**src/rtl/srl_fifo_pkg.sv**
```systemverilog
// Shared constants for the SRL-based first-word-fall-through FIFO.
//   PTR_EMPTY_CODE : pointer value meaning "no words stored" (all ones);
//                    truncate to the pointer width where it is used.
//   MIN_DEPTH      : smallest capacity the controller supports.
package srl_fifo_pkg;

  localparam logic [31:0] PTR_EMPTY_CODE = '1;
  localparam int          MIN_DEPTH      = 2;

endpackage : srl_fifo_pkg

```
**src/rtl/srl_fifo_shiftreg.sv**
```systemverilog
// Storage for the SRL FIFO: a shift register with a random-access read tap.
// No reset -- contents are meaningful only where the controller says so.
//   clk  : clock
//   we   : shift enable; din enters index 0, older words move up one index
//   addr : read tap index
//   din  : word to insert
//   dout : word at index addr (combinational)
module srl_fifo_shiftreg #(
  parameter int DATA_WIDTH = 1,
  parameter int ADDR_WIDTH = 1,
  parameter int DEPTH      = 2
) (
  input  logic                  clk,
  input  logic                  we,
  input  logic [ADDR_WIDTH-1:0] addr,
  input  logic [DATA_WIDTH-1:0] din,
  output logic [DATA_WIDTH-1:0] dout
);

  // Sized to the full address range so the tap is always in bounds, even
  // when the controller's empty code lands on an index beyond DEPTH-1.
  localparam int unsigned SLOTS = 2 ** ADDR_WIDTH;

  logic [DATA_WIDTH-1:0] mem [SLOTS];

  always_ff @(posedge clk) begin
    if (we) begin
      for (int unsigned i = DEPTH - 1; i > 0; i--) begin
        mem[i] <= mem[i-1];
      end
      mem[0] <= din;
    end
  end

  assign dout = mem[addr];

endmodule : srl_fifo_shiftreg

```
**src/rtl/srl_fifo_ctrl.sv**
```systemverilog
// First-word-fall-through FIFO built on a shift register. The pointer tracks
// the index of the oldest word (all ones = empty, k = k+1 words), so the
// head is always at the shift register's read tap and appears on if_dout
// with zero read latency.
//   clk, reset_n              : clock, asynchronous active-low reset
//   if_write_ce/if_write/if_din : write enable, write request, write data
//   if_full_n                 : 1 = space available
//   if_read_ce/if_read        : read enable, read request
//   if_dout, if_empty_n       : head word, 1 = head word valid
//   usedw                     : words stored, 0..DEPTH
module srl_fifo_ctrl
  import srl_fifo_pkg::*;
#(
  parameter int DATA_WIDTH = 1,
  parameter int ADDR_WIDTH = 1,
  parameter int DEPTH      = 2
) (
  input  logic                  clk,
  input  logic                  reset_n,
  input  logic                  if_write_ce,
  input  logic                  if_write,
  input  logic [DATA_WIDTH-1:0] if_din,
  output logic                  if_full_n,
  input  logic                  if_read_ce,
  input  logic                  if_read,
  output logic [DATA_WIDTH-1:0] if_dout,
  output logic                  if_empty_n,
  output logic [ADDR_WIDTH:0]   usedw
);

  localparam int PW = ADDR_WIDTH + 1;

  localparam logic [PW-1:0] PTR_EMPTY = PTR_EMPTY_CODE[PW-1:0];
  localparam logic [PW-1:0] PTR_NEAR_FULL = PW'(DEPTH - 2);

  if (DEPTH < MIN_DEPTH || DEPTH > (2 ** ADDR_WIDTH)) begin : g_bad_depth
    $error("srl_fifo_ctrl: DEPTH must be in MIN_DEPTH..2**ADDR_WIDTH");
  end

  logic [PW-1:0] m_out_ptr;
  logic          push;
  logic          pop;

  // Gating with the registered flags keeps the pointer from wrapping.
  assign push = if_write & if_write_ce & if_full_n;
  assign pop  = if_read  & if_read_ce  & if_empty_n;

  always_ff @(posedge clk or negedge reset_n) begin
    if (!reset_n) begin
      m_out_ptr  <= PTR_EMPTY;
      if_empty_n <= 1'b0;
      if_full_n  <= 1'b1;
      usedw      <= '0;
    end else begin
      unique case ({push, pop})
        2'b10: begin
          m_out_ptr  <= m_out_ptr + PW'(1);
          usedw      <= m_out_ptr + PW'(2);
          if_empty_n <= 1'b1;
          if (m_out_ptr == PTR_NEAR_FULL) begin
            if_full_n <= 1'b0;
          end
        end
        2'b01: begin
          m_out_ptr <= m_out_ptr - PW'(1);
          usedw     <= m_out_ptr;
          if_full_n <= 1'b1;
          if (m_out_ptr == '0) begin
            if_empty_n <= 1'b0;
          end
        end
        default: begin
          // Push with pop: the shift moves the head up by one while the
          // pop retires it, so pointer and flags both hold.
        end
      endcase
    end
  end

  srl_fifo_shiftreg #(
    .DATA_WIDTH(DATA_WIDTH),
    .ADDR_WIDTH(ADDR_WIDTH),
    .DEPTH     (DEPTH)
  ) u_shiftreg (
    .clk (clk),
    .we  (push),
    .addr(m_out_ptr[ADDR_WIDTH-1:0]),
    .din (if_din),
    .dout(if_dout)
  );

endmodule : srl_fifo_ctrl

```
**config.mk**
```make
export PLATFORM = sky130hd
export DESIGN_NAME = srl_fifo_ctrl
export DESIGN_NICKNAME = d
export VERILOG_FILES = /design/src/rtl/srl_fifo_pkg.sv /design/src/rtl/srl_fifo_shiftreg.sv /design/src/rtl/srl_fifo_ctrl.sv
export SDC_FILE = /design/constraint.sdc
export NUM_CORES = 1
export LEC_CHECK = 0
export BUFFER_PORTS_ARGS = -buffer_cell sky130_fd_sc_hd__buf_4
export CORE_AREA = 2 2 39 41
export DETAILED_ROUTE_END_ITERATION = 8
export DIE_AREA = 0 0 41 43
export PLACE_DENSITY = 0.47
export SLEW_MARGIN = 5
export SYNTH_ARGS = -nofsm -noshare
export SYNTH_HDL_FRONTEND = slang
export SYNTH_HIERARCHICAL = 1
export SYNTH_SLANG_ARGS = --single-unit
```
**constraint.sdc**
```tcl
create_clock -name clk -period 1.65 [get_ports clk]
set_input_delay 0.165 -clock clk [delete_from_list [all_inputs] [get_ports clk]]
set_output_delay 0.165 -clock clk [all_outputs]
set_load 0.05 [all_outputs]
```
==> impl_metrics.py <==
metrics = {
    "run_status": {
        "status": "finished, final reports clean",
    },
    "drt": {
        "ant_nets": 0,
        "num_vias": 271,
        "drtIter0Drc": 7,
        "route.detailed.drc": 0,
        "via_per_inst": 4.37,
        "wl_per_cell_um": 11.4,
        "first_pass_iters": 4,
        "wirelength_um": 707,
    },
    "timing": {
        "period_share_pct": 91.6,
        "max_freq_mhz": 662,
        "setup_ws_ns": 0.139,
        "setup-violations-final": 0,
        "fin_worst_skew_ns": 0.00612,
        "slew_headroom_pct": 84.6,
        "fin_crit_ns": 1.51,
        "worst_pin_slew_ns": 0.231,
        "rsz0062_at_grt": "false",
        "final-max-slew-violation-count": 0,
        "report.final.hold_viol_count": 0,
        "fin_tns_setup_ns": 0,
    },
    "layout": {
        "nets": 56,
        "synthToLayoutAreaGrowth_pct": 38.1,
        "fillCellCount": 137,
        "drive_gt1_share_pct": 41.3,
        "diodes": 0,
    },
    "power_and_ir_drop": {
        "powerDensity_nw_per_um2": 762,
        "ir_drop_v": 0.000379,
        "p_leak_nw": 0.245,
    },
    "logic_synthesis": {
        "synth_seq_area_share_pct": 58.8,
        "ys_ff_latch": 8,
        "synth_area_um2": 364,
        "syn_area_per_cell_um2": 12.1,
        "yosysWarnings": 6,
        "syn-num-nets": 39,
        "synth_cells": 30,
        "ys_types": 15,
    },
    "grt": {
        "grt_pass1_wl_mm": 1.06,
        "grt_max_degree": 7,
        "grt_pass1_vias": 236,
        "grt.total_usage_pct": 9.82,
        "antenna_found_initial": 0,
        "gr-total-overflow": 0,
    },
    "hold_path": {
        "hold_class": "primary input to flip-flop",
    },
    "critical_path": {
        "slowest_stage": "dfstp_2",
        "crit_type": "flip-flop to primary output",
        "endpoint_kind": "primary output",
        "path_max_fanout": 6,
        "cp_top_family": "flip-flops",
        "critPathArrivalTime_ns": 1.35,
        "cp-start-kind": "flip-flop",
        "crit_path_max_incr_delay_ns": 0.60,
        "worst-path-buf-inv": 1,
        "path_cells": "mux2_4 > buf_4",
        "cp.required_ns": 1.48,
    },
    "clocking": {
        "cts_setup_buffers": 0,
        "cts_tree": "done",
        "cts-htree-levels": 1,
        "clock_path_buffers": 2,
        "path_clk_slew_ns": 0.06,
        "cts_root_buf": "clkbuf_4",
        "cts_sinks": 8,
        "cts_buffers": 3,
        "hold_buffers": 1,
        "clk_latency_ns": 0.26,
        "cts.repair.resized": 0,
    },
    "die": {
        "die_y_um": 43,
        "row_count": 14,
        "fp.dieArea_um2": 1760,
        "initial_core_util_pct": 26.3,
        "coreArea_um2": 1380,
        "die_w_um": 41,
        "io_pins": 12,
    },
    "placement": {
        "gp_congestion": 0.798,
        "dp_slack_ns": 0.158,
        "io_buffers": 11,
    },
    "job": {
        "cap_violations": 0,
    },
}
[final timing paths]
| path | start | to | slack [ns] | depth (start not counted) |
|---|---|---|---|---|
| max | m_out_ptr[0]$_DFFE_PN1P_ | if_dout | 0.14 | 2 |
| min | if_din | u_shiftreg/mem[0]$_DFFE_PP_ | 0.08 | 1 |
| max reg2reg | if_full_n$_DFFE_PN1P_ | usedw[0]$_DFFE_PN0P_ | 0.16 | 3 |
| min reg2reg | u_shiftreg/mem[0]$_DFFE_PP_ | u_shiftreg/mem[1]$_DFFE_PP_ | 0.49 | 0 |
| max in group asynchronous | reset_n | m_out_ptr[1]$_DFFE_PN1P_ | 1.20 | 2 |
| min in group asynchronous | reset_n | if_empty_n$_DFFE_PN0P_ | 0.24 | 2 |
[state kept, by name, indices dropped and copies added, names as in the netlist]
name and cells:
if_empty_n 1, m_out_ptr 2, u_shiftreg/mem 2, if_full_n 1, usedw 2
[synthesized netlist by cell type (all sizes together)]
master  instances  area share, %
dfstp           3             22
dfrtp           3             21
mux2            2            7.2
a21oi           3            4.1
nor2            2            2.1
xnor2           2            4.8
nand3           2            2.7
xor2            2            4.8
nand2           1            1.0
edfxtp          2             16
a31oi           1            1.7
ha              2            6.9
inv             3            3.1
o21ai           2            2.7
[kinds of logic (layout without fill, tap and decap cells)]
family                     after synthesis  in the layout  synth area share (%)
muxes                                    2              2                  7.22
xor gates and xnor gates                 4              4                  9.62
AOI/OAI and AO/OA                        6              6                  8.59
buffers and inverters                    3             19                  3.09
and+or+nand+nor                          5              5                  5.84
adders and majority gates                2              2                  6.87
DFF                                      8              8                  58.8
[cell type report]
type / instances / area (um2) / area share, %
flip-flops and latches: 8 / 214 / 42.5
multi-input cells: 19 / 139 / 27.6
repair buffers: 12 / 92.6 / 18.4
clock buffers: 4 / 26.3 / 5.22
well taps: 16 / 20.0 / 3.98
inverters: 3 / 11.3 / 2.24
[routing by layer]
layer,track usage (%),part of all wire (%)
met4,10.0,1.4
met3,3.14,5.7
met2,11.9,49
met5,0,0
met1,12.5,44
[through the flow]
stage | util [%] | std cells | power, mW | instance area [um2] | hold slack [ns]
after floorplan | - | 30 | 0.207 | 364 | -0.131
after global routing | 36.3 | 62 | 0.405 | 503 | 0.0754
final | 36.3 | 62 | 0.383 | 503 | 0.0771
after detailed placement | 33.7 | 57 | 0.220 | 467 | -0.0229
after global placement | 33.7 | 57 | 0.220 | 467 | -0.0246
after CTS | 36.3 | 62 | 0.394 | 503 | 0.0700
[worst register-to-register path, cell delays in order (launching register included)]
cell,delay (ns)
dfstp_2,0.55
nand3_1,0.10
ha_1,0.38
mux2_2,0.35
[placed cells by master (no fill, tap or decap)]
master and n:
dfrtp_1 3, nor2_1 2, a31oi_1 1, buf_4 11
ha_1 2, mux2_4 1, clkbuf_1 1, dfstp_2 3
nand3_1 2, dlygate4sd3_1 1, inv_1 3, a21oi_1 3
o21ai_0 2, clkbuf_4 3, edfxtp_1 2, xor2_1 2
xnor2_1 2, mux2_2 1, nand2_1 1
[power breakdown]
group / leakage [nW] / total (mW) / internal (mW) / switching (mW)
clock network: 0.0150 / 0.165 / 0.0929 / 0.0725
logic: 0.139 / 0.0149 / 0.0104 / 0.00442
registers: 0.0908 / 0.203 / 0.203 / 0
total: 0.245 / 0.383 / 0.306 / 0.0769
Note: power is estimated with default switching activity, not from simulation.
